## src/rtl/fpmul_arbiter.sv

```systemverilog
// fpmul_arbiter: round-robin arbiter plus a two-stage pipeline that shares one
// single-precision multiplier between NREQ requesters.
//
// Ports:
//   clk, rst            clock (rising edge), asynchronous active-high reset
//   req_valid/req_ready per-requester handshake; req_ready is one-hot or zero
//   req_a/req_b         packed operands, requester i owns bits [32i+31:32i]
//   resp_valid/ready    single response handshake, driven from stage S2
//   resp_id/prod/flags  owner index, product, {exception, overflow, underflow}
//   flag_count          number of flagged responses handed off
//
// Optional feature: define FPMUL_ARB_FLAGCNT_EN to build the saturating
// flagged-response counter; otherwise flag_count is tied to zero.

// Combinational IEEE-754 single-precision multiplier. Denormal inputs flush
// to zero, rounding is to nearest-even, any Inf/NaN operand raises exception
// and forces a zero product.
module multiplier (
    input  logic [31:0] a,
    input  logic [31:0] b,
    output logic [31:0] prod,
    output logic        exception,
    output logic        overflow,
    output logic        underflow
);
    logic        sign;
    logic [7:0]  ea, eb;
    logic [47:0] mant;
    logic [22:0] keep;
    logic        guard, sticky, round_up;
    logic [23:0] mant_r;
    logic [9:0]  exp_sum;
    logic [7:0]  exp_out;

    always_comb begin
        sign = a[31] ^ b[31];
        ea   = a[30:23];
        eb   = b[30:23];
        mant = {24'd0, 1'b1, a[22:0]} * {24'd0, 1'b1, b[22:0]};
        // Product of two 1.x mantissas lies in [1,4): bit 47 picks the normalisation.
        if (mant[47]) begin
            keep   = mant[46:24];
            guard  = mant[23];
            sticky = |mant[22:0];
        end else begin
            keep   = mant[45:23];
            guard  = mant[22];
            sticky = |mant[21:0];
        end
        round_up = guard & (sticky | keep[0]);
        mant_r   = {1'b0, keep} + {23'd0, round_up};
        // A rounding carry out of the mantissa bumps the exponent; fraction is then zero.
        exp_sum  = {2'b00, ea} + {2'b00, eb} + {9'd0, mant[47]} + {9'd0, mant_r[23]};
        exp_out  = exp_sum[7:0] - 8'd127;

        exception = (&ea) | (&eb);
        overflow  = 1'b0;
        underflow = 1'b0;
        prod      = {sign, exp_out, mant_r[22:0]};
        if (exception) begin
            prod = 32'd0;
        end else if (ea == 8'd0 || eb == 8'd0) begin
            prod = {sign, 31'd0};
        end else if (exp_sum >= 10'd382) begin
            overflow = 1'b1;
            prod     = {sign, 8'hFF, 23'd0};
        end else if (exp_sum <= 10'd127) begin
            underflow = 1'b1;
            prod      = {sign, 31'd0};
        end
    end
endmodule

module fpmul_arbiter #(
    parameter int NREQ = 4,
    parameter int IDW  = $clog2(NREQ)
) (
    input  logic                 clk,
    input  logic                 rst,
    input  logic [NREQ-1:0]      req_valid,
    output logic [NREQ-1:0]      req_ready,
    input  logic [32*NREQ-1:0]   req_a,
    input  logic [32*NREQ-1:0]   req_b,
    output logic                 resp_valid,
    input  logic                 resp_ready,
    output logic [IDW-1:0]       resp_id,
    output logic [31:0]          resp_prod,
    output logic [2:0]           resp_flags,
    output logic [15:0]          flag_count
);
    logic            s1_valid_q, s1_valid_d;
    logic [31:0]     s1_a_q, s1_a_d, s1_b_q, s1_b_d;
    logic [IDW-1:0]  s1_id_q, s1_id_d;
    logic            s2_valid_q, s2_valid_d;
    logic [31:0]     s2_prod_q, s2_prod_d;
    logic [2:0]      s2_flags_q, s2_flags_d;
    logic [IDW-1:0]  s2_id_q, s2_id_d;
    logic [IDW-1:0]  ptr_q, ptr_d;

    logic            s1_adv, s2_adv, found;
    logic [IDW-1:0]  winner;
    int              idx;
    logic [31:0]     mul_prod;
    logic            mul_exc, mul_ovf, mul_unf;

    multiplier u_mul (
        .a         (s1_a_q),
        .b         (s1_b_q),
        .prod      (mul_prod),
        .exception (mul_exc),
        .overflow  (mul_ovf),
        .underflow (mul_unf)
    );

    always_comb begin
        s2_adv = !s2_valid_q || resp_ready;
        s1_adv = !s1_valid_q || s2_adv;

        // Scan ptr, ptr+1, ... (mod NREQ); first valid requester wins.
        found  = 1'b0;
        winner = '0;
        idx    = 0;
        for (int k = 0; k < NREQ; k++) begin
            idx = int'(ptr_q) + k;
            if (idx >= NREQ) idx = idx - NREQ;
            if (!found && req_valid[idx]) begin
                found  = 1'b1;
                winner = IDW'(idx);
            end
        end

        // Gated by rst so no handshake is offered while reset is held.
        req_ready = '0;
        if (s1_adv && found && !rst) req_ready[winner] = 1'b1;

        s1_valid_d = s1_valid_q;
        s1_a_d     = s1_a_q;
        s1_b_d     = s1_b_q;
        s1_id_d    = s1_id_q;
        ptr_d      = ptr_q;
        if (s1_adv) begin
            s1_valid_d = found;
            if (found) begin
                s1_a_d  = req_a[32*winner +: 32];
                s1_b_d  = req_b[32*winner +: 32];
                s1_id_d = winner;
                ptr_d   = (int'(winner) == NREQ-1) ? '0 : winner + IDW'(1);
            end
        end

        s2_valid_d = s2_valid_q;
        s2_prod_d  = s2_prod_q;
        s2_flags_d = s2_flags_q;
        s2_id_d    = s2_id_q;
        if (s2_adv) begin
            s2_valid_d = s1_valid_q;
            if (s1_valid_q) begin
                s2_prod_d  = mul_prod;
                s2_flags_d = {mul_exc, mul_ovf, mul_unf};
                s2_id_d    = s1_id_q;
            end
        end
    end

    always_ff @(posedge clk or posedge rst) begin
        if (rst) begin
            s1_valid_q <= 1'b0;
            s1_a_q     <= '0;
            s1_b_q     <= '0;
            s1_id_q    <= '0;
            s2_valid_q <= 1'b0;
            s2_prod_q  <= '0;
            s2_flags_q <= '0;
            s2_id_q    <= '0;
            ptr_q      <= '0;
        end else begin
            s1_valid_q <= s1_valid_d;
            s1_a_q     <= s1_a_d;
            s1_b_q     <= s1_b_d;
            s1_id_q    <= s1_id_d;
            s2_valid_q <= s2_valid_d;
            s2_prod_q  <= s2_prod_d;
            s2_flags_q <= s2_flags_d;
            s2_id_q    <= s2_id_d;
            ptr_q      <= ptr_d;
        end
    end

    assign resp_valid = s2_valid_q;
    assign resp_id    = s2_id_q;
    assign resp_prod  = s2_prod_q;
    assign resp_flags = s2_flags_q;

`ifdef FPMUL_ARB_FLAGCNT_EN
    logic [15:0] flag_count_q, flag_count_d;

    always_comb begin
        flag_count_d = flag_count_q;
        if (s2_valid_q && resp_ready && (s2_flags_q != 3'd0) && (flag_count_q != 16'hFFFF))
            flag_count_d = flag_count_q + 16'd1;
    end

    always_ff @(posedge clk or posedge rst) begin
        if (rst) flag_count_q <= '0;
        else     flag_count_q <= flag_count_d;
    end

    assign flag_count = flag_count_q;
`else
    assign flag_count = 16'h0000;
`endif
endmodule

```

## config.mk

```make
export PLATFORM = sky130hd
export DESIGN_NAME = fpmul_arbiter
export DESIGN_NICKNAME = d
export VERILOG_FILES = /design/src/rtl/fpmul_arbiter.sv
export SDC_FILE = /design/constraint.sdc
export NUM_CORES = 2
export LEC_CHECK = 0
export CAP_MARGIN = 20
export CORE_MARGIN = 5
export CORE_UTILIZATION = 45
export DETAILED_ROUTE_END_ITERATION = 12
export PLACE_DENSITY = 0.66
export RECOVER_POWER = 50
export SYNTH_ARGS = -nofsm -noshare
export SYNTH_HDL_FRONTEND = slang
export SYNTH_HIERARCHICAL = 1
export SYNTH_SLANG_ARGS = --single-unit
```

## constraint.sdc

```tcl
create_clock -name clk -period 12.9 [get_ports clk]
set_clock_uncertainty 0.05 [all_clocks]
set_input_delay 1.935 -clock clk [delete_from_list [all_inputs] [get_ports clk]]
set_output_delay 1.935 -clock clk [all_outputs]
set_load 0.05 [all_outputs]
```

== Yosys cells after proc, flatten, opt, wreduce, memory -nomap -nowiden ==
Cells that the tools add are included.
Operators by class
  bitwise operators: 4
  $lt $le $gt $ge: 12
  shift-type cells: 2
  equality and inequality tests: 1
  add/sub/neg operators: 13
  reductions and logical operators: 23
  $mul: 1
  multiplexer cells: 42
Operators by type and width (count)
  variable part select 128 x 8 -> 32 bit: 2
  two-way mux 32 bit: 5
  < comparator 32 x 4 -> 1 bit (second input constant): 4
  two-way mux 31 bit: 3
  multiplier 24 x 24 -> 48 bit: 1
  adder 23 x 1 -> 24 bit: 1
  two-way mux 23 bit: 1
  OR reduction 23 bit: 1
  two-way mux 1 bit: 22
  OR reduction 22 bit: 1
  adder 10 x 1 -> 10 bit: 2
  logical NOT 8 bit: 2
  AND reduction 8 bit: 2
  subtractor 3 x 3 -> 4 bit (second input constant): 3
  greater-or-equal comparator 10 x 9 -> 1 bit (second input constant): 1
  less-or-equal comparator 10 x 7 -> 1 bit (second input constant): 1
  two-way mux 2 bit: 5
  adder 8 x 8 -> 9 bit: 1
  greater-or-equal comparator 3 bit (second input constant): 3
  binary-select mux 1 bit (select 2 bit): 4
  subtractor 8 x 7 -> 8 bit (second input constant): 1
  adder 2 x 2 -> 3 bit (second input constant): 2
  logical AND 1 bit: 6
  logical NOT 1 bit: 6
  other kinds (14): 18
Word-level totals
  output and inout port bits: 58
  logic and storage cells: 107
  input port bits: 263
  register bits after elaboration: 107

== Longest topological paths before layout ==
  depth in word-level cells: 20
  gate-level depth with buffers: 46
  mapped depth without buffers: 42

== By module ==
The synthesis kept the hierarchy.
By module, submodules not included
  multiplier: times used 1, cells an instance 2554, area each 21419.3 um2
  fpmul_arbiter: times used 1, cells an instance 553, area each 5880.6 um2

== Least setup slack after synthesis ==
Ideal clock, no wire load.
  kind: flip-flop to flip-flop
  start point: reg s1_a_q[13]
  end point: reg s2_prod_q[10], in the netlist resp_prod[10]
  required time: 12.783 ns
  setup time: 0.067 ns
  slack: 1.429 ns
  arrival: 11.355 ns
  buffers on the path: 4
  cell stages (with the launch flop): 46
  path through: dfrtp_1 -> clkbuf_1 -> nand2_1 -> fa_1 -> inv_1 -> fa_1 -> inv_1 -> fa_1 -> inv_1 -> fa_1 -> inv_1 -> fa_1 -> inv_1 -> fa_1 -> inv_1 -> fa_1 -> inv_1 -> ha_1 -> [10 not listed] -> and3_1 -> fa_1 -> ha_1 -> fa_1 -> a21o_1 -> a21oi_1 -> o21bai_1 -> a21oi_1 -> o21bai_1 -> a21oi_1 -> xnor2_1 -> o21ai_0 -> or3_1 -> clkdlybuf4s50_2 -> clkbuf_1 -> a21oi_1 -> o211a_1 -> mux2_2
Between the ends
  longest elaborated chain between the ends: 12
  elaborated cells on any way between the ends: 17
RTL lines
  start: declaration: RTL line 92  | logic [31:0] s1_a_q, s1_a_d, s1_b_q, s1_b_d;
  start signal: assignment: RTL line 168  | s1_a_q <= '0;
  start signal: assignment: RTL line 178  | s1_a_q <= s1_a_d;
  multiplier 24 x 24 -> 48 bit (*): RTL line 39  | mant = {24'd0, 1'b1, a[22:0]} * {24'd0, 1'b1, b[22:0]};
  OR reduction 23 bit or OR reduction 22 bit (tied branches): RTL line 44, 48
  two-way mux 1 bit: RTL line 41  | if (mant[47]) begin
  bitwise OR 1 bit: RTL line 50  | round_up = guard & (sticky | keep[0]);
  AND 1 bit: RTL line 50
  adder 23 x 1 -> 24 bit: RTL line 51  | mant_r = {1'b0, keep} + {23'd0, round_up};
  adder 10 x 1 -> 10 bit: RTL line 53  | exp_sum = {2'b00, ea} + {2'b00, eb} + {9'd0, mant[47]} + {9'd0, mant_r[23]};
  less-or-equal comparator 10 x 7 -> 1 bit: RTL line 67  | end else if (exp_sum <= 10'd127) begin
  two-way mux 31 bit: RTL line 67
  two-way mux 31 bit (*): RTL line 64  | end else if (exp_sum >= 10'd382) begin
  two-way mux 31 bit (*): RTL line 62  | end else if (ea == 8'd0 || eb == 8'd0) begin
  two-way mux 32 bit (*): RTL line 60  | if (exception) begin
  net mul_prod[10]: RTL line 103  | logic [31:0] mul_prod;
  end signal: assignment: RTL line 182  | s2_prod_q <= s2_prod_d;
  end: declaration: RTL line 95  | logic [31:0] s2_prod_q, s2_prod_d;
The timed path passes the listed nets; every way through them passes the cells marked *.
A chain may end at the register's enable or synchronous reset.

== Worst setup path in the final report ==
  start point: reg s1_a_q[16]
  end point: reg s2_prod_q[0], in the netlist resp_prod[0]
The elaborated chain is that of the path after synthesis.

==> results.tsv <==
metric	value	unit
end_kind	flop	
nets	4262	
cts_hold_buf	0	
synth.distinct_cells	98	
synth_area_leader_cell	fa_1	
cts_buffers	9	
synth_seq_cells	107	
syn_area_per_cell	8.79	µm²
setup_viol	0	
final_max_slew_viol_count	113	
root_buffer	clkbuf_16	
clk_pin_slew	0.09	ns
cts_max_path_buffers	2	
synth_most_common_cell	inv_1	
violations	capacitance limit, slew limit	
crit_path_max_fanout	14	
cp-start-kind	flop	
synth_top_cell_area_share	35.5	%
drt_pre_antenna_iters	5	
synth_edf_count	0	
overflow	0	
gp_congestion	0.944	
wl_per_cell	20.7	µm
rsz0062_at_grt	no	
layout-drive-gt1-share	5.35	%
yosys-top-cells-count	inv_1, fa_1, nand2_1, and2_1, ha_1	
worst_pin_slew	3.96	ns
cts_setup_buffers	0	
required	13.18	ns
rows	90	
critPathMaxStageDelay	0.71	ns
worst_slack	0.754	ns
fp.dieW	256	µm
cap_violations	2	
crit_top_cell	fa_1	
portBuffers	304	
wl	85000	µm
grtUsageTotal	25.5	%
grt_start_max_net_pins	70	
hp-class	flop to flop	
final.setup.tns	0	ns
initial_utilization	45.3	%
path_class	flop to flop	
cts_max_level	3	
crit_slowest_cell	dfrtp_1	
netlist_area	27300	µm²
ys_seq_area_share	9.81	%
dr.first_iter.drc_count	1368	
period_needed	12.15	ns
vias	22700	
dpl.hpwl	71700	µm
max_freq	82.3	MHz
maxSlewHeadroom	-164	%
cts.sinks	107	
core-area	60200	µm²
area_growth	14.9	%
grt_pass1_wl	132000	µm
ys_async_sr_fraction	100	%
dieHeight	256	µm
yosysWarnings	6	
cts_resized	0	
drc_errors	0	
first_global_vias	23100	
clk_latency	0.39	ns
vias_per_cell	5.53	
synth_area_leaders	fa_1, dfrtp_1, ha_1	
timing.final.hold_violations	0	
ios	321	
critical_path_arrival	12.43	ns
synth_top_flop_cell	dfrtp_1	
period_share	94.2	%
drtAntennaViolNets	0	
synthCells	3107	
fp.dieArea	65700	µm²
dpl_worst_slack	0.658	ns
antenna_found_initial	3	
cts_tree	done	
status	complete, but fails checks	
==> final cells by class <==
| class | count | area [µm²] |
|---|---|---|
| Inverter | 609 | 2290 |
| Sequential cell | 107 | 2680 |
| Fill cell | 5653 | 28900 |
| Clock buffer | 9 | 225 |
| Timing Repair Buffer | 376 | 3580 |
| Antenna cell | 2 | 5.00 |
| Multi-Input combinational cell | 2219 | 21500 |
| Tap cell | 782 | 978 |
| Clock inverter | 7 | 81.3 |
==> worst max-delay path: cells and delay by family, from the launching register on <==
kind | cells | cell delay, ns
DFF | 1 | 0.71
xor gates and xnor gates | 1 | 0.21
buffers and inverters | 5 | 0.79
and+or+nand+nor | 4 | 1.22
muxes | 1 | 0.17
AOI/OAI and AO/OA | 16 | 3.79
adders and majority gates | 11 | 5.12
==> placed cells by master, fill, tap and decap left out, types with 71 or more instances in the layout <==
master           Yosys  final
a21oi_1             71     71
ha_1               193    192
dfrtp_1            107    103
fa_1               484    484
clkdlybuf4s50_1      0    264
nor2_1             162    162
inv_1              603    602
nand2_1            332    330
and2_1             261    260
buf_4               23     71
mux2i_1             74     74
==> final timing paths <==
| check | from | to | slack [ns] | cells past startpoint |
|---|---|---|---|---|
| setup reg to reg | s1_a_q[16] | resp_prod[0] | 0.75 | 38 |
| hold reg to reg | s1_id_q[0] | s1_id_q[0] | 0.44 | 2 |
| hold / removal | s1_id_q[0] | s1_id_q[0] | 0.44 | 2 |
| min in group asynchronous | rst | resp_valid | 2.53 | 2 |
| setup / recovery | s1_a_q[16] | resp_prod[0] | 0.75 | 38 |
| max in group asynchronous | rst | s1_b_q[2] | 5.45 | 3 |
==> stage by stage <==
step	utilization, %	area, µm²	hold slack, ns	cells
after floorplan	-	27400	0.393	3122
after global placement	51.5	31000	0.407	4093
after detailed placement	51.5	31000	0.418	4093
after CTS	52.0	31300	0.438	4109
after global routing	52.0	31400	0.462	4110
final	52.0	31400	0.442	4111
==> sequential cells by signal, indices dropped and copies added, names as in the netlist <==
name / count
resp_flags: 3
ptr_q: 2
resp_prod: 32
resp_valid: 1
s1_b_q: 32
s1_id_q: 2
s1_valid_q: 1
resp_id: 2
s1_a_q: 32
==> logic make-up (layout without fill, tap and decap cells) <==
logic type / count (synthesis) / in the layout / share of synthesized area [%]
AO/OA/AOI/OAI: 406 / 406 / 10.5
XOR/XNOR: 63 / 63 / 2.02
adder cells (fa/ha/maj): 677 / 677 / 44.3
buffers and inverters: 796 / 1001 / 11.7
flip-flops: 107 / 107 / 9.81
multiplexers: 112 / 112 / 4.28
other: 1 / 18 / 0.0137
AND/OR/NAND/NOR: 945 / 945 / 17.3
==> layer usage <==
metal | GRT usage, % | vias to the layer above | share of wire, %
met5 | 0 | - | 0.040
met2 | 44.3 | 836 | 50
met1 | 32.6 | 11500 | 39
li1 | - | 10200 | -
met4 | 8.62 | 4 | 3.7
met3 | 3.86 | 143 | 6.7
Power is not shown: default switching activity piles up to over one toggle a cycle in this logic, so the estimate is an artifact.
